===== config.mk =====
export PLATFORM = sky130hd
export DESIGN_NAME = id_operand_stage_flat
export DESIGN_NICKNAME = d
export VERILOG_FILES = /design/src/rtl/id_operand_stage_if.sv /design/src/rtl/id_operand_stage.sv /design/src/flat_wrapper.sv
export SDC_FILE = /design/constraint.sdc
export NUM_CORES = 1
export LEC_CHECK = 0
export ABC_CLOCK_PERIOD_IN_PS = 6100
export BUFFER_PORTS_ARGS = -buffer_cell sky130_fd_sc_hd__buf_2
export CORE_ASPECT_RATIO = 1.1
export CORE_MARGIN = 5
export CORE_UTILIZATION = 25
export DETAILED_ROUTE_END_ITERATION = 8
export PLACE_DENSITY = 0.38
export SETUP_SLACK_MARGIN = 0.2
export SLEW_MARGIN = 20
export SYNTH_ARGS = -nofsm -noshare
export SYNTH_HDL_FRONTEND = slang
export SYNTH_SLANG_ARGS = --single-unit

===== constraint.sdc =====
create_clock -name clk -period 6.1 [get_ports clk]
set_input_delay 1.22 -clock clk [delete_from_list [all_inputs] [get_ports clk]]
set_output_delay 1.22 -clock clk [all_outputs]
set_load 0.05 [all_outputs]

===== src/rtl/id_operand_stage_if.sv =====
// Handshake, decoded-bundle and writeback signals between the decode/operand stage
// and its neighbours. The slave modport is the stage's own view.
interface id_operand_stage_if #(
  parameter int unsigned DW = 19
);
  logic          in_valid;
  logic          in_ready;
  logic [DW-1:0] in_instr;
  logic          out_valid;
  logic          out_ready;
  logic [DW-1:0] op1;
  logic [DW-1:0] op2;
  logic [4:0]    opcode;
  logic [9:0]    immediate;
  logic [2:0]    rd;
  logic          wr_req;
  logic          illegal;
  logic          wb_en;
  logic [2:0]    wb_addr;
  logic [DW-1:0] wb_data;
  logic          flush;

  modport master (
    output in_valid, in_instr, out_ready, wb_en, wb_addr, wb_data, flush,
    input  in_ready, out_valid, op1, op2, opcode, immediate, rd, wr_req, illegal
  );

  modport slave (
    input  in_valid, in_instr, out_ready, wb_en, wb_addr, wb_data, flush,
    output in_ready, out_valid, op1, op2, opcode, immediate, rd, wr_req, illegal
  );
endinterface


===== src/rtl/id_operand_stage.sv =====
// Decode + operand fetch ahead of the 19-bit ALU: 8x19 register file, RAW/WAW scoreboard.
// Optional macro WB_BYPASS_EN forwards wb_data to a source retiring in the same cycle.
module id_operand_stage #(
  parameter int unsigned NREGS = 8,
  parameter int unsigned DW    = 19
) (
  input logic               clk,
  input logic               rst_n,
  id_operand_stage_if.slave bus
);

  typedef enum logic [1:0] {CLS_R, CLS_I, CLS_ILL} cls_e;

  logic [DW-1:0]    r_rf [NREGS];
  logic [NREGS-1:0] r_pend;
  logic             r_out_valid;
  logic [DW-1:0]    r_op1;
  logic [DW-1:0]    r_op2;
  logic [4:0]       r_opcode;
  logic [9:0]       r_imm;
  logic [2:0]       r_rd;
  logic             r_wr_req;
  logic             r_illegal;

  cls_e             w_cls;
  logic [4:0]       w_opc;
  logic [2:0]       w_rd;
  logic [2:0]       w_rs1;
  logic [2:0]       w_rs2;
  logic             w_unary;
  logic             w_use_rs1;
  logic             w_use_rs2;
  logic             w_wr_req;
  logic [NREGS-1:0] w_pend_src;
  logic [DW-1:0]    w_src1;
  logic [DW-1:0]    w_src2;
  logic             w_haz;
  logic             w_in_ready;
  logic             w_accept;
  logic [DW-1:0]    w_op1;
  logic [DW-1:0]    w_op2;
  logic [9:0]       w_imm;
  logic [NREGS-1:0] w_pend_next;
  logic             w_unused_bit0;

  assign w_unused_bit0 = bus.in_instr[0];

  always_comb begin
    w_opc = bus.in_instr[18:14];
    w_rd  = bus.in_instr[13:11];
    if (!w_opc[4])                w_cls = CLS_R;
    else if (w_opc[3:2] == 2'b00) w_cls = CLS_I;
    else                          w_cls = CLS_ILL;
    w_rs1 = (w_cls == CLS_I) ? w_rd : bus.in_instr[10:8];
    w_rs2 = bus.in_instr[7:5];
    case (w_opc)
      5'b00111, 5'b01001, 5'b01010, 5'b01100, 5'b01101: w_unary = 1'b1;
      default:                                          w_unary = 1'b0;
    endcase
    w_use_rs1 = (w_cls != CLS_ILL);
    w_use_rs2 = (w_cls == CLS_R) && !w_unary;
    w_wr_req  = (w_cls != CLS_ILL);
  end

`ifdef WB_BYPASS_EN
  // A source retiring this cycle is no longer a hazard; its value comes from wb_data.
  always_comb begin
    w_pend_src = r_pend;
    if (bus.wb_en) w_pend_src[bus.wb_addr] = 1'b0;
    w_src1 = (bus.wb_en && bus.wb_addr == w_rs1) ? bus.wb_data : r_rf[w_rs1];
    w_src2 = (bus.wb_en && bus.wb_addr == w_rs2) ? bus.wb_data : r_rf[w_rs2];
  end
`else
  always_comb begin
    w_pend_src = r_pend;
    w_src1     = r_rf[w_rs1];
    w_src2     = r_rf[w_rs2];
  end
`endif

  always_comb begin
    // WAW check uses the registered scoreboard even when bypassing sources.
    w_haz = (w_use_rs1 && w_pend_src[w_rs1]) ||
            (w_use_rs2 && w_pend_src[w_rs2]) ||
            (w_wr_req  && r_pend[w_rd]);
    w_in_ready = (!r_out_valid || bus.out_ready) && !w_haz && !bus.flush;
    w_accept   = bus.in_valid && w_in_ready;
    w_op1      = w_use_rs1 ? w_src1 : '0;
    w_op2      = w_use_rs2 ? w_src2 : '0;
    w_imm      = (w_cls == CLS_I) ? bus.in_instr[10:1] : '0;
  end

  // Set on accept is applied last so it overrides a same-index writeback clear.
  always_comb begin
    w_pend_next = r_pend;
    if (bus.wb_en) w_pend_next[bus.wb_addr] = 1'b0;
    if (bus.flush && r_out_valid && r_wr_req) w_pend_next[r_rd] = 1'b0;
    if (w_accept && w_wr_req) w_pend_next[w_rd] = 1'b1;
  end

  always_ff @(posedge clk) begin
    if (!rst_n) begin
      for (int unsigned i = 0; i < NREGS; i++) r_rf[i] <= '0;
      r_pend      <= '0;
      r_out_valid <= 1'b0;
      r_op1       <= '0;
      r_op2       <= '0;
      r_opcode    <= '0;
      r_imm       <= '0;
      r_rd        <= '0;
      r_wr_req    <= 1'b0;
      r_illegal   <= 1'b0;
    end else begin
      if (bus.wb_en) r_rf[bus.wb_addr] <= bus.wb_data;
      r_pend <= w_pend_next;
      if (bus.flush) begin
        r_out_valid <= 1'b0;
      end else if (w_accept) begin
        r_out_valid <= 1'b1;
        r_op1       <= w_op1;
        r_op2       <= w_op2;
        r_opcode    <= w_opc;
        r_imm       <= w_imm;
        r_rd        <= w_rd;
        r_wr_req    <= w_wr_req;
        r_illegal   <= (w_cls == CLS_ILL);
      end else if (bus.out_ready) begin
        r_out_valid <= 1'b0;
      end
    end
  end

  assign bus.in_ready  = w_in_ready;
  assign bus.out_valid = r_out_valid;
  assign bus.op1       = r_op1;
  assign bus.op2       = r_op2;
  assign bus.opcode    = r_opcode;
  assign bus.immediate = r_imm;
  assign bus.rd        = r_rd;
  assign bus.wr_req    = r_wr_req;
  assign bus.illegal   = r_illegal;

endmodule


===== src/flat_wrapper.sv =====
// flat-port wrapper written by rule: the top's interface ports become plain ports
module id_operand_stage_flat 
#(
  parameter int unsigned NREGS = 8,
  parameter int unsigned DW    = 19
)
  (clk, rst_n, bus_in_valid, bus_in_instr, bus_out_ready, bus_wb_en, bus_wb_addr, bus_wb_data, bus_flush, bus_in_ready, bus_out_valid, bus_op1, bus_op2, bus_opcode, bus_immediate, bus_rd, bus_wr_req, bus_illegal);
  id_operand_stage_if #(.DW(DW)) bus_i ();
  input logic clk;
  input logic rst_n;
  input wire logic [$bits(bus_i.in_valid)-1:0] bus_in_valid;
  input wire logic [$bits(bus_i.in_instr)-1:0] bus_in_instr;
  input wire logic [$bits(bus_i.out_ready)-1:0] bus_out_ready;
  input wire logic [$bits(bus_i.wb_en)-1:0] bus_wb_en;
  input wire logic [$bits(bus_i.wb_addr)-1:0] bus_wb_addr;
  input wire logic [$bits(bus_i.wb_data)-1:0] bus_wb_data;
  input wire logic [$bits(bus_i.flush)-1:0] bus_flush;
  output wire logic [$bits(bus_i.in_ready)-1:0] bus_in_ready;
  output wire logic [$bits(bus_i.out_valid)-1:0] bus_out_valid;
  output wire logic [$bits(bus_i.op1)-1:0] bus_op1;
  output wire logic [$bits(bus_i.op2)-1:0] bus_op2;
  output wire logic [$bits(bus_i.opcode)-1:0] bus_opcode;
  output wire logic [$bits(bus_i.immediate)-1:0] bus_immediate;
  output wire logic [$bits(bus_i.rd)-1:0] bus_rd;
  output wire logic [$bits(bus_i.wr_req)-1:0] bus_wr_req;
  output wire logic [$bits(bus_i.illegal)-1:0] bus_illegal;
  assign bus_i.in_valid = bus_in_valid;
  assign bus_i.in_instr = bus_in_instr;
  assign bus_i.out_ready = bus_out_ready;
  assign bus_i.wb_en = bus_wb_en;
  assign bus_i.wb_addr = bus_wb_addr;
  assign bus_i.wb_data = bus_wb_data;
  assign bus_i.flush = bus_flush;
  assign bus_in_ready = bus_i.in_ready;
  assign bus_out_valid = bus_i.out_valid;
  assign bus_op1 = bus_i.op1;
  assign bus_op2 = bus_i.op2;
  assign bus_opcode = bus_i.opcode;
  assign bus_immediate = bus_i.immediate;
  assign bus_rd = bus_i.rd;
  assign bus_wr_req = bus_i.wr_req;
  assign bus_illegal = bus_i.illegal;
  id_operand_stage #(.NREGS(NREGS), .DW(DW)) u_core (.clk(clk), .rst_n(rst_n), .bus(bus_i));
endmodule

# Yosys cells after proc, flatten, opt, wreduce, memory -nomap -nowiden
# Memories as Yosys holds them, arrays and structs flattened.
# Index checks and enable logic that the tools add are counted.
[classes]
magnitude_cmp = 8
eq_ne = 8
mux = 31
bitwise_logic = 7
reduce_logical = 27
[ops]
columns = ["op", "count"]
rows = [
  ["$mux W19", 3],
  ["$mux W8", 3],
  ["$eq A5 B4 Y1 const B", 4],
  ["$lt A3 B4 Y1 const B", 5],
  ["$reduce_or A19 Y1", 1],
  ["$and A8 B8 Y8", 2],
  ["$not A8 Y8", 2],
  ["$mux W1", 14],
  ["$logic_and A1 B1 Y1", 13],
  ["$mux W10", 1],
  ["$bmux W1 S3", 3],
  ["$demux W1 S3", 3],
  ["$ge A3 B1 Y1 const B", 3],
  ["$or A8 B8 Y8", 1],
  ["$mux W3", 2],
  ["$eq A5 B3 Y1 const B", 1],
  ["$reduce_or A5 Y1", 1],
  ["$logic_not A1 Y1", 4],
  ["$logic_not A2 Y1", 2],
  ["$mux W2", 2],
  ["$logic_or A1 B1 Y1", 3],
  ["$eq A2 B1 Y1 const B", 1],
  ["$eq A2 B2 Y1 const B", 1],
  ["$ne A2 B2 Y1 const B", 1],
  ["4 further kinds", 5],
]
[word_totals]
register_bits = 67
mem_bits_rw = 152
in_bits = 47
output_inout_bits = 60
elab_cells = 91
mem_count = 1
[mem_list]
columns = ["memory", "words", "word_bits", "rd", "rd_ports_with_merged_regs", "write_ports", "line_no", "text"]
rows = [
  ["u_core.r_rf", 8, 19, 2, 0, 8, "id_operand_stage.sv:14", "logic [DW-1:0] r_rf [NREGS];"],
]

# Logic depth before layout (Yosys ltp)
# Gate-level depths: netlist of the first run.
[depth]
depth_word = 16
depth_mapped = 10
depth_no_buf = 6

# Least setup slack after synthesis of the first run
# OpenSTA, ideal clock, no wires.
[synth_path]
path_type = "input port to output port"
from = "input port bus_in_instr[11]"
to = "output port bus_in_ready"
arrival_ns = 4.864
setup_slack_ns = 0.016
cell_stages = 6
cell_sequence = "clkbuf_1 clkbuf_1 o311ai_0 a311oi_1 o211ai_2 a2111oi_0"
[synth_between]
elab_chain_len = 9
word_cells_on_any_way = 12
classes_between = "mux (5); reduce/logical (7)"
[synth_lines]
columns = ["item", "line_no", "text"]
rows = [
  ["start: declaration", "flat_wrapper.sv:12", "input wire logic [$bits(bus_i.in_instr)-1:0] bus_in_instr;"],
  ["$mux W3", "id_operand_stage.sv:54", "w_rs1 = (w_cls == CLS_I) ? w_rd : bus.in_instr[10:8];"],
  ["$bmux W1 S3", "id_operand_stage.sv:83", "w_haz = (w_use_rs1 && w_pend_src[w_rs1]) ||"],
  ["$mux W1 (implied by the code)", "id_operand_stage.sv:83", ""],
  ["$logic_and A1 B1 Y1", "id_operand_stage.sv:83", ""],
  ["$logic_or A1 B1 Y1", "id_operand_stage.sv:83", ""],
  ["$logic_or A1 B1 Y1 (*)", "id_operand_stage.sv:84", "(w_use_rs2 && w_pend_src[w_rs2]) ||"],
  ["$logic_not A1 Y1 (*)", "id_operand_stage.sv:86", "w_in_ready = (!r_out_valid || bus.out_ready) && !w_haz && !bus.flush;"],
  ["$logic_and A1 B1 Y1 (*) (2 in series)", "id_operand_stage.sv:86", ""],
  ["end: declaration", "flat_wrapper.sv:18", "output wire logic [$bits(bus_i.in_ready)-1:0] bus_in_ready;"],
]
# Mark *: on every way between the ends. The rest lies on a longest branch, timed or not. The select of a mux whose other input is x is not followed.

# Worst setup path in the final report of the first run
[layout_path]
from = "input port bus_in_instr[18]"
to = "output port bus_in_ready"
[layout_between]
elab_chain_len = 11
word_cells_on_any_way = 24
classes_between = "eq/ne (7); mux (5); reduce/logical (12)"
[layout_lines]
columns = ["item", "line_no", "text"]
rows = [
  ["$mux W2, or another cell as far along", "id_operand_stage.sv:51", "if (!w_opc[4]) w_cls = CLS_R;"],
  ["$eq A2 B1 Y1 or $reduce_or A5 Y1 (tied branches)", "id_operand_stage.sv:54, id_operand_stage.sv:56", ""],
  ["$mux W3 or $mux W1 (tied branches)", "id_operand_stage.sv:54, id_operand_stage.sv:56", ""],
  ["$bmux W1 S3 or $logic_not A1 Y1 (tied branches)", "id_operand_stage.sv:83, id_operand_stage.sv:61", ""],
  ["$mux W1 (implied by the code) or $logic_and A1 B1 Y1 (tied branches)", "id_operand_stage.sv:83, id_operand_stage.sv:61", ""],
  ["$logic_and A1 B1 Y1 (on tied branches)", "id_operand_stage.sv:83, id_operand_stage.sv:84", ""],
  ["$logic_or A1 B1 Y1", "id_operand_stage.sv:83", ""],
  ["$logic_or A1 B1 Y1 (*)", "id_operand_stage.sv:84", ""],
  ["$logic_not A1 Y1 (*)", "id_operand_stage.sv:86", ""],
  ["$logic_and A1 B1 Y1 (*) (2 in series)", "id_operand_stage.sv:86", ""],
]
# Marked as above.

==> impl_metrics.csv, run 1 <==
group,metric,value,unit
run_status,status,"completed",
synth,yosys_warnings,0,
sta,setup_viol,0,
synth,yosys-top-cells-area,"edfxtp_1 (41%), dfxtp_1 (12%), mux2i_1 (12%)",
global_route,grt_pass1_wl,55.3,mm
clocking,cts-htree-levels,1,
hold_path,hp-class,"register to register",
clocking,clk_pin_slew,0.05,ns
global_route,grt_pass1_vias,8010,
synth,ys_ff_latch,219,
drt,routedWlPerCell,22.7,um
layout,drive_gt1_share,23.9,%
power,power.density,288,mW/mm2
sta,fmax,190,MHz
placed_design,globalplace.congestion,0.760,
synth,ys.flop_type,"edfxtp_1",
worst_setup_path,reg2reg_to,"u_core.r_pend[5]",
sta,fin_tns_setup,0,ns
floorplan,rows,81,
clocking,cts_setup_buffers,0,
clocking,cts_tree,"built",
global_route,grt_remaining_overflow,0,
worst_setup_path,critical_path_required,4.88,ns
drt,viasPerCell,4.66,
hold_path,worst_hold_path.endpoint,"u_core.bus.op1[7]",
placed_design,place.port_buffers,105,
synth,yosys.area.top_type,"edfxtp_1",
drt,ant_nets,0,
synth,synth_top_family_by_area,"multiplexers",
worst_setup_path,r2r_start,"u_core.r_pend[4]",
global_route,grt_max_degree,60,
sta,fin_worst_skew,0.0169,ns
floorplan,die_y,232,um
sta,hold_violations,0,
worst_setup_path,worst_setup_path_end_kind,"primary output",
clocking,clk_latency,0.55,ns
synth,async_flop_share,0,%
clocking,clock_sinks,219,
drt,route.detailed.drc,0,
placed_design,hpwlAfterDp,23.3,mm
clocking,root_buffer,"clkbuf_16",
sta,slew_violations,0,
sta,period_share,86.1,%
floorplan,die_w,212,um
sta,relSlewSlack,34.4,%
floorplan,io_pins,107,
worst_setup_path,arrival,4.03,ns
synth,synthAdderAreaFrac,0,%
drt,vias,7699,
drt,drtIter0Drc,430,
synth,synth_nets,999,
synth,syn_area,0.0112,mm2
placed_design,pre_cts_slack,0.788,ns
sta,worst_slew_pin_slew,0.981,ns
worst_setup_path,r2r_slack,3.35,ns
synth,yosysSeqAreaShare,52.7,%
floorplan,initial_core_util,25.2,%
layout,stdcell_count,1651,
sta,finalWorstSetupSlack,0.847,ns
synth,synth-compound-area-share,4.04,%
synth,syn_inst,952,
layout,finalNetCount,1095,
synth,synth-edff-count,152,
floorplan,design.core.area,0.0444,mm2
worst_setup_path,cp_max_fo,11,
worst_setup_path,crit_start,"bus_in_instr[18]",
clocking,cts_resized,0,
sta,rsz0062_at_grt,"false",
power,ir_worst_vdd,0.000187,V
placed_design,dpl.cell_count,1600,
clocking,clockBufferDepth,3,
floorplan,dieArea,0.0492,mm2
worst_setup_path,worstSetupPathType,"primary input to primary output",
synth,muxShareOfSynthArea,21.6,%
layout,area_growth,20.1,%
hold_path,whs_path_depth,2,
sta,min_period,5.25,ns
synth,synth.avg_cell_area,11.8,um2
synth,yosys.area.top_type_share,40.7,%
hold_path,min_from,"u_core.bus.op1[7]",
worst_setup_path,rr_worst_depth,6,
synth,synth_xor_xnor_area_share,0,%
worst_setup_path,cp-start-kind,"primary input",
synth,synth_simple_gate_area_share,18.9,%
global_route,track_usage,15.1,%
clocking,cts_inserted_buffers,27,
flow_run,drv_cap,0,
global_route,antenna_found_initial,2,
clocking,ctsHoldBuffers,0,
drt,first_pass_iters,5,
synth,yosysUniqueCellTypes,47,
drt,wirelength,37.4,mm
power,p_leak,5.08,nW
[cell usage after synthesis (2+ instances only)]
master and instances:
a21o_1 2, a311oi_1 5, a31o_2 4, and2_1 154
buf_1 5, buf_2 9, buf_4 5, buf_6 2
clkbuf_1 44, dfxtp_1 67, edfxtp_1 152, inv_1 7
mux2_2 20, mux2i_1 129, mux4_2 40, nand2_1 171
nand2b_1 5, nand3_1 50, nand3b_1 2, nor2_1 9
nor2b_1 5, nor3_1 7, nor3b_1 5, nor4_1 2
o2111ai_1 19, o211a_1 2, o211ai_1 2, o21ai_0 8
o31ai_1 2
[area by class of cell]
| class | count | area [um2] |
|---|---|---|
| Antenna cell | 2 | 5.00 |
| Clock buffer | 38 | 777 |
| Clock inverter | 11 | 128 |
| Fill cell | 4554 | 30900 |
| Inverter | 7 | 26.3 |
| Multi-Input combinational cell | 661 | 5150 |
| Sequential cell | 219 | 5910 |
| Tap cell | 581 | 727 |
| Timing Repair Buffer | 132 | 743 |
[cell usage in the layout, fill, tap and decap left out, drive strengths merged, types with 7 or more instances in the layout]
cell | netlist | routed
and2 | 154 | 154
buf | 21 | 132
clkbuf | 44 | 38
clkinv | 0 | 7
dfxtp | 67 | 67
edfxtp | 152 | 152
inv | 7 | 8
mux2 | 20 | 20
mux2i | 129 | 129
mux4 | 40 | 40
nand2 | 171 | 171
nand3 | 50 | 50
nor2 | 9 | 9
nor3 | 7 | 7
o2111ai | 19 | 19
o21ai | 9 | 9
[kinds of logic after synthesis]
kind of cell,count (synthesis)
AOI/OAI and AO/OA,56
buffers and inverters,72
DFF,219
muxes,189
and+or+nand+nor,416
[routing by layer]
metal  global-route usage, %  wire (um)  vias to the layer above
li1                        -          -                     3654
met1                    21.1      17300                     3831
met2                    24.9      17500                      177
met3                    2.36       2210                       33
met4                    2.80        436                        4
met5                       0         26                        -
[sequential cells by signal (all words and copies together), names as in the netlist]
| signal | flops |
|---|---|
| u_core.bus.illegal | 1 |
| u_core.bus.rd | 3 |
| u_core.bus.op1 | 19 |
| u_core.r_pend | 8 |
| u_core.bus.opcode | 5 |
| u_core.bus.op2 | 19 |
| u_core.bus.immediate | 10 |
| u_core.bus.wr_req | 1 |
| u_core.r_rf | 152 |
| u_core.bus.out_valid | 1 |
[metrics by stage]
step / cell area [um2] / hold slack [ns] / power (mW) / util [%]
floorplan: 11200 / 0.508 / 2.06 / -
global placement: 12500 / 0.441 / 2.26 / 28.3
detailed placement: 12500 / 0.444 / 2.26 / 28.3
CTS: 13400 / 0.457 / 3.94 / 30.3
global route: 13500 / 0.470 / 4.03 / 30.3
finish: 13500 / 0.454 / 3.87 / 30.3
[how the worst max path moves through the flow]
stage / to / slack [ns] / cells after the start
after floorplan: bus_in_ready / 0.68 / 6
after global placement: bus_in_ready / 0.83 / 7
after detailed placement: bus_in_ready / 0.79 / 7
after CTS: bus_in_ready / 0.81 / 7
after global routing: bus_in_ready / 0.59 / 7
final: bus_in_ready / 0.85 / 7
[worst max-delay path, cell delays in order]
cell and delay [ns]:
buf_2 0.14, or3b_1 0.65, mux2i_4 0.64, mux2i_1 0.32, o211ai_2 0.19, a2111oi_1 0.51, buf_2 0.35
[report_power, final]
part | leakage, nW | total [mW] | switching (mW) | internal [mW]
combinational | 2.62 | 0.500 | 0.324 | 0.176
sequential | 2.01 | 1.72 | 0.0447 | 1.68
clock | 0.444 | 1.65 | 0.644 | 1.01
(Power assumes the default switching activity.)
==> run 2, diff against run 1 <==
--- a/config.mk
+++ b/config.mk
@@ -11,7 +11,7 @@
 export CORE_MARGIN = 5
 export CORE_UTILIZATION = 25
 export DETAILED_ROUTE_END_ITERATION = 8
-export PLACE_DENSITY = 0.38
+export PLACE_DENSITY = 0.49
 export SETUP_SLACK_MARGIN = 0.2
 export SLEW_MARGIN = 20
 export SYNTH_ARGS = -nofsm -noshare
==> run 2 against run 1 <==
Against the previous run:
- final area is 0.94% lower
- routed wire length is 8.7% lower
- core utilization decreased by 0.28 points
- largest power group unchanged
==> impl_metrics.csv, run 2 (synthesis results as in run 1) <==
group,metric,value,unit
run_status,status,"completed",
layout,top_register,"u_core.r_rf",
layout,area_growth,19.0,%
sta,worst_slew_pin_slew,1.05,ns
clocking,cts_tree,"built",
clocking,clk_pin_slew,0.06,ns
worst_setup_path,cp_slowest_stage_delay,0.65,ns
sta,timing.hold.ws,0.453,ns
drt,vias,7739,
power,p_leak,5.00,nW
floorplan,die_w,212,um
worst_setup_path,rr_worst_depth,7,
worst_setup_path,worst_setup_path_end_kind,"primary output",
global_route,grt_pass1_wl,51.3,mm
floorplan,dieArea,0.0492,mm2
worst_setup_path,worstSetupPathType,"primary input to primary output",
sta,rsz0062_at_grt,"false",
drt,ant_nets,0,
worst_setup_path,r2r_slack,3.37,ns
global_route,grt_max_degree,50,
worst_setup_path,worstPathCellList,"buf_2, or3b_1, mux2i_2, mux2i_1, o211ai_2, a2111oi_1, buf_2",
clocking,cts_inserted_buffers,26,
flow_run,drv_cap,0,
hold_path,whs_path_depth,2,
floorplan,rows,81,
floorplan,design.core.area,0.0444,mm2
worst_setup_path,cp-start-kind,"primary input",
worst_setup_path,slowest_stage,"or3b_1",
worst_setup_path,r2r_start,"u_core.r_pend[7]",
hold_path,hp-class,"register to register",
layout,fin_util,30.0,%
floorplan,initial_core_util,25.2,%
worst_setup_path,worst-path-buf-inv,2,
floorplan,io_pins,107,
drt,routedWlPerCell,20.8,um
sta,fmax,197,MHz
placed_design,pre_cts_slack,1.03,ns
placed_design,globalplace.congestion,0.775,
layout,largest_reg_flops,152,
worst_setup_path,arrival,3.87,ns
global_route,antenna_found_initial,3,
sta,fin_tns_setup,0,ns
layout,finalNetCount,1090,
sta,slew_violations,0,
power,ir_worst_vdd,0.000156,V
layout,drive_gt1_share,23.4,%
layout,fillCellCount,4552,
worst_setup_path,path_depth,7,
worst_setup_path,cp_max_fo,11,
drt,route.detailed.drc,0,
clocking,cts_setup_buffers,0,
clocking,cts_resized,0,
sta,setup_viol,0,
drt,first_pass_iters,5,
clocking,clockBufferDepth,3,
clocking,root_buffer,"clkbuf_16",
sta,hold_violations,0,
sta,finalWorstSetupSlack,1.01,ns
layout,multi_input_area,0.00517,mm2
worst_setup_path,crit_start,"bus_in_instr[18]",
placed_design,hpwlAfterDp,20.7,mm
global_route,track_usage,13.7,%
layout,final_common_cell,"nand2_1",
sta,fin_worst_skew,0.0209,ns
clocking,clk_latency,0.55,ns
layout,layout_common_cells,"nand2_1 (171), and2_1 (154), edfxtp_1 (152), mux2i_1 (126), buf_2 (104)",
drt,wirelength,34.2,mm
clocking,clock_sinks,219,
placed_design,place.port_buffers,105,
sta,min_period,5.09,ns
worst_setup_path,cp_top_family,"multiplexers",
clocking,ctsHoldBuffers,0,
sta,period_share,83.4,%
clocking,cts-htree-levels,1,
drt,viasPerCell,4.70,
drt,drtIter0Drc,665,
layout,seqCellArea,0.00591,mm2
worst_setup_path,cpMostUsedCell,"buf_2",
worst_setup_path,endpoint,"bus_in_ready",
worst_setup_path,reg2reg_to,"u_core.bus.op2[8]",
global_route,grt_remaining_overflow,0,
sta,relSlewSlack,30.0,%
floorplan,die_y,232,um
worst_setup_path,critical_path_required,4.88,ns
global_route,grt_pass1_vias,7789,
power,power.density,275,mW/mm2
==> run 2: changes by cell type in the layout (fill, tap and decap cells not counted), moves of 2 or more <==
| cell | delta |
|---|---|
| clkbuf_1 | +4 |
| buf_4 | -4 |
| clkinv_2 | +2 |
| bufinv_16 | -2 |
| clkbuf_8 | -4 |
| o21ai_4 | +3 |
| o21ai_2 | -4 |
| nor2_2 | +4 |
| nor2_1 | -4 |
==> run 2: final cells by class <==
| cell class | instances | area share (%) |
|---|---|---|
| diodes | 2 | 0.0375 |
| clock buffers | 37 | 5.34 |
| clock inverters | 11 | 0.638 |
| inverters | 7 | 0.197 |
| multi-input cells | 661 | 38.8 |
| flip-flops and latches | 219 | 44.3 |
| well taps | 581 | 5.45 |
| repair buffers | 128 | 5.28 |
==> run 2: worst min-delay path by stage <==
stage                                        from  slack [ns]                      end
after floorplan                  u_core.r_pend[1]        0.51         u_core.r_pend[1]
after global placement    u_core.bus.immediate[7]        0.44  u_core.bus.immediate[7]
after detailed placement       u_core.bus.op1[18]        0.44       u_core.bus.op1[18]
after CTS                    u_core.bus.opcode[0]        0.46     u_core.bus.opcode[0]
after global routing           u_core.bus.illegal        0.47       u_core.bus.illegal
final                     u_core.bus.immediate[4]        0.45  u_core.bus.immediate[4]
==> run 2: worst register-to-register path: cells and delay by family (launching register included) <==
family / cells / cell delay [ns]
compound gates: 1 / 0.13
buf+inv: 1 / 0.53
flops: 1 / 0.36
mux: 3 / 0.95
simple gates: 2 / 0.70
==> run 2: where the power goes <==
group          internal [mW]  switching (mW)  total (mW)
logic                  0.174           0.310       0.484
clock network          0.851           0.616        1.47
registers               1.68          0.0433        1.72
==> run 2: per-layer routing <==
metal | vias to the layer above | track usage (%) | wire length (um)
li1 | 3646 | - | -
met1 | 3822 | 20.3 | 16300
met2 | 213 | 21.0 | 15000
met3 | 54 | 2.09 | 2030
met4 | 4 | 3.10 | 819
met5 | - | 0 | 34
==> run 2: through the flow <==
step / instance area [um2] / std cells / total power, mW
final: 13300 / 1646 / 3.67
after global routing: 13300 / 1644 / 3.81
after CTS: 13300 / 1644 / 3.72
after detailed placement: 12500 / 1596 / 2.24
after global placement: 12500 / 1595 / 2.24
after floorplan: 11200 / 952 / 2.06
==> run 3, diff against run 2 <==
--- a/config.mk
+++ b/config.mk
@@ -5,7 +5,8 @@
 export SDC_FILE = /design/constraint.sdc
 export NUM_CORES = 1
 export LEC_CHECK = 0
-export ABC_CLOCK_PERIOD_IN_PS = 6100
+export ABC_AREA = 1
+export ABC_CLOCK_PERIOD_IN_PS = 5100
 export BUFFER_PORTS_ARGS = -buffer_cell sky130_fd_sc_hd__buf_2
 export CORE_ASPECT_RATIO = 1.1
 export CORE_MARGIN = 5
==> constraint.sdc (replaced) <==
create_clock -name clk -period 5.1 [get_ports clk]
set_input_delay 1.02 -clock clk [delete_from_list [all_inputs] [get_ports clk]]
set_output_delay 1.02 -clock clk [all_outputs]
set_load 0.05 [all_outputs]
==> run 3 against run 2 <==
Against the previous run:
- synthesized cell count up 53%
- flip-flop and latch count unchanged
- setup slack better by 0.12 ns
- clock power up 30%
- final area grew 0.46%
- count of clock-buffer cells in the layout unchanged
- sequential share of layout area down 0.20 points
- sequential power grew 19%
- clock skew fell by 0.00089 ns
- worst hold slack worse by 0.0099 ns
- register-to-register slack got worse by 0.68 ns
- critical path type unchanged
- highest routed layer unchanged
==> impl_metrics.csv, run 3 <==
group,metric,value,unit
clocking,root_buffer,"clkbuf_16",
clocking,cts_inserted_buffers,25,
global_route,grt_pass1_wl,59.2,mm
layout,largest_reg_flops,152,
drt,wirelength,38.7,mm
drt,drtIter0Drc,674,
placed_design,pre_cts_slack,1.12,ns
power,ir_worst_vdd,0.000284,V
hold_path,hp-class,"register to register",
synth,yosys_warnings,0,
sta,fmax,252,MHz
worst_setup_path,cp_max_fo,15,
placed_design,place_area,0.0125,mm2
synth,synth.avg_cell_area,7.88,um2
sta,finalWorstSetupSlack,1.13,ns
drt,ant_nets,0,
floorplan,design.core.area,0.0456,mm2
clocking,ctsHoldBuffers,0,
clocking,cts_tree,"built",
layout,diodes,0,
clocking,clk_latency,0.54,ns
global_route,grt_max_degree,81,
worst_setup_path,worst_setup_path_end_kind,"primary output",
layout,top_register,"u_core.r_rf",
synth,yosys-top-cells-area,"edfxtp_1 (40%), dfxtp_1 (12%), nor2_1 (8.3%)",
layout,finalNetCount,1562,
sta,slew_violations,0,
drt,route.detailed.drc,0,
sta,worst_slew_pin_slew,0.919,ns
worst_setup_path,worstSetupPathType,"primary input to primary output",
layout,layout_common_cells,"nor2_1 (253), nand2_1 (247), inv_1 (165), edfxtp_1 (152), a21oi_1 (130)",
worst_setup_path,arrival,2.95,ns
placed_design,globalplace.congestion,0.782,
synth,syn_inst,1457,
worst_setup_path,r2r_start,"u_core.r_pend[7]",
clocking,clockBufferDepth,3,
synth,synth_common_cells,"nor2_1 (253), nand2_1 (250), inv_1 (165), edfxtp_1 (152), a21oi_1 (130)",
synth,yosys.area.top_type_share,39.7,%
clocking,clk_pin_slew,0.06,ns
synth,async_flop_share,0,%
hold_path,min_from,"u_core.bus.op2[18]",
drt,routedWlPerCell,18.2,um
sta,relSlewSlack,38.7,%
power,p_leak,5.55,nW
floorplan,die_y,235,um
clocking,cts_resized,0,
drt,viasPerCell,4.78,
worst_setup_path,cp-start-kind,"primary input",
placed_design,hpwlAfterDp,24.1,mm
sta,fin_worst_skew,0.0200,ns
floorplan,io_pins,107,
floorplan,die_w,214,um
sta,setup_viol,0,
drt,top_layer,"met5",
power,power.density,347,mW/mm2
clocking,cts-htree-levels,1,
clocking,clock_sinks,219,
layout,design_area,0.0134,mm2
synth,yosys.area.top_type,"edfxtp_1",
drt,vias,10142,
sta,min_period,3.97,ns
synth,ys_ff_latch,219,
synth,synth_nets,1504,
synth,yosysMostFrequentCell,"nor2_1",
worst_setup_path,critical_path_required,4.08,ns
clocking,cts_setup_buffers,0,
synth,ys.flop_type,"edfxtp_1",
global_route,track_usage,14.8,%
drt,first_pass_iters,6,
floorplan,rows,82,
placed_design,place.port_buffers,105,
worst_setup_path,crit_start,"bus_in_instr[6]",
run_status,status,"completed",
sta,period_share,77.8,%
global_route,antenna_found_initial,2,
synth,synth-edff-count,152,
global_route,grt_remaining_overflow,0,
sta,hold_violations,0,
floorplan,dieArea,0.0503,mm2
layout,drive_gt1_share,12.6,%
layout,fillCellCount,4895,
flow_run,drv_cap,0,
floorplan,initial_core_util,25.2,%
synth,yosysSeqAreaShare,51.4,%
layout,area_growth,16.6,%
drt,drt-met1-wl,17.5,mm
synth,yosysUniqueCellTypes,31,
synth,syn_area,0.0115,mm2
layout,final_common_cell,"nor2_1",
power,finalPower,4.65,mW
sta,fin_tns_setup,0,ns
sta,rsz0062_at_grt,"false",
drt,wl_met3,2.10,mm
drt,wl_met2,18.0,mm
global_route,grt_pass1_vias,9965,
## run 3: kinds of logic (layout without fill, tap and decap cells)
family	after synthesis	in the layout	share of synthesized area [%]
xor gates and xnor gates	1	1	0.0763
AOI/OAI and AO/OA	321	321	15.9
DFF	219	219	51.4
buffers and inverters	267	344	9.36
and+or+nand+nor	649	649	23.3
## run 3: path summary, 6_finish.rpt
kind / to / depth (start not counted) / slack [ns]
worst max register to register: u_core.bus.op1[10] / 11 / 2.69
worst min-delay path: u_core.bus.op2[18] / 2 / 0.44
worst min register to register: u_core.bus.op2[18] / 2 / 0.44
worst max-delay path: bus_in_ready / 11 / 1.13
## run 3: per-stage QoR
step,instances,hold slack [ns],util (%)
after CTS,2122,0.443,29.4
after detailed placement,2076,0.434,27.5
final,2122,0.443,29.4
after global placement,2076,0.429,27.4
after global routing,2122,0.467,29.4
after floorplan,1457,0.557,-
## run 3: layout make-up
class / count / area (um2) / share of cell area, %
Tap cell: 588 / 736 / 5.49
Timing Repair Buffer: 130 / 716 / 5.34
Clock buffer: 37 / 746 / 5.57
Clock inverter: 9 / 124 / 0.925
Multi-Input combinational cell: 971 / 4540 / 33.9
Inverter: 168 / 631 / 4.71
Sequential cell: 219 / 5910 / 44.1
## run 3: power by group
part	leakage (nW)	switching (mW)	internal [mW]
clock network	0.425	0.747	1.16
logic	3.11	0.515	0.173
registers	2.01	0.0458	2.01
total	5.55	1.31	3.34
## run 3: metal layers
metal  up-vias  global-route usage, %
met5         -                      0
met4         4                   4.82
met3        67                   1.94
met2       309                   24.8
met1      4791                   19.7
li1       4971                      -
## run 3: critical path, stage by stage
cell and delay, ns:
buf_2 0.30, inv_2 0.15, a21oi_1 0.13, o21ai_1 0.07, nand2_1 0.06, nand2_1 0.05, nand2_1 0.10, nor2_1 0.06
nor2_2 0.42, a21boi_4 0.29, buf_2 0.29
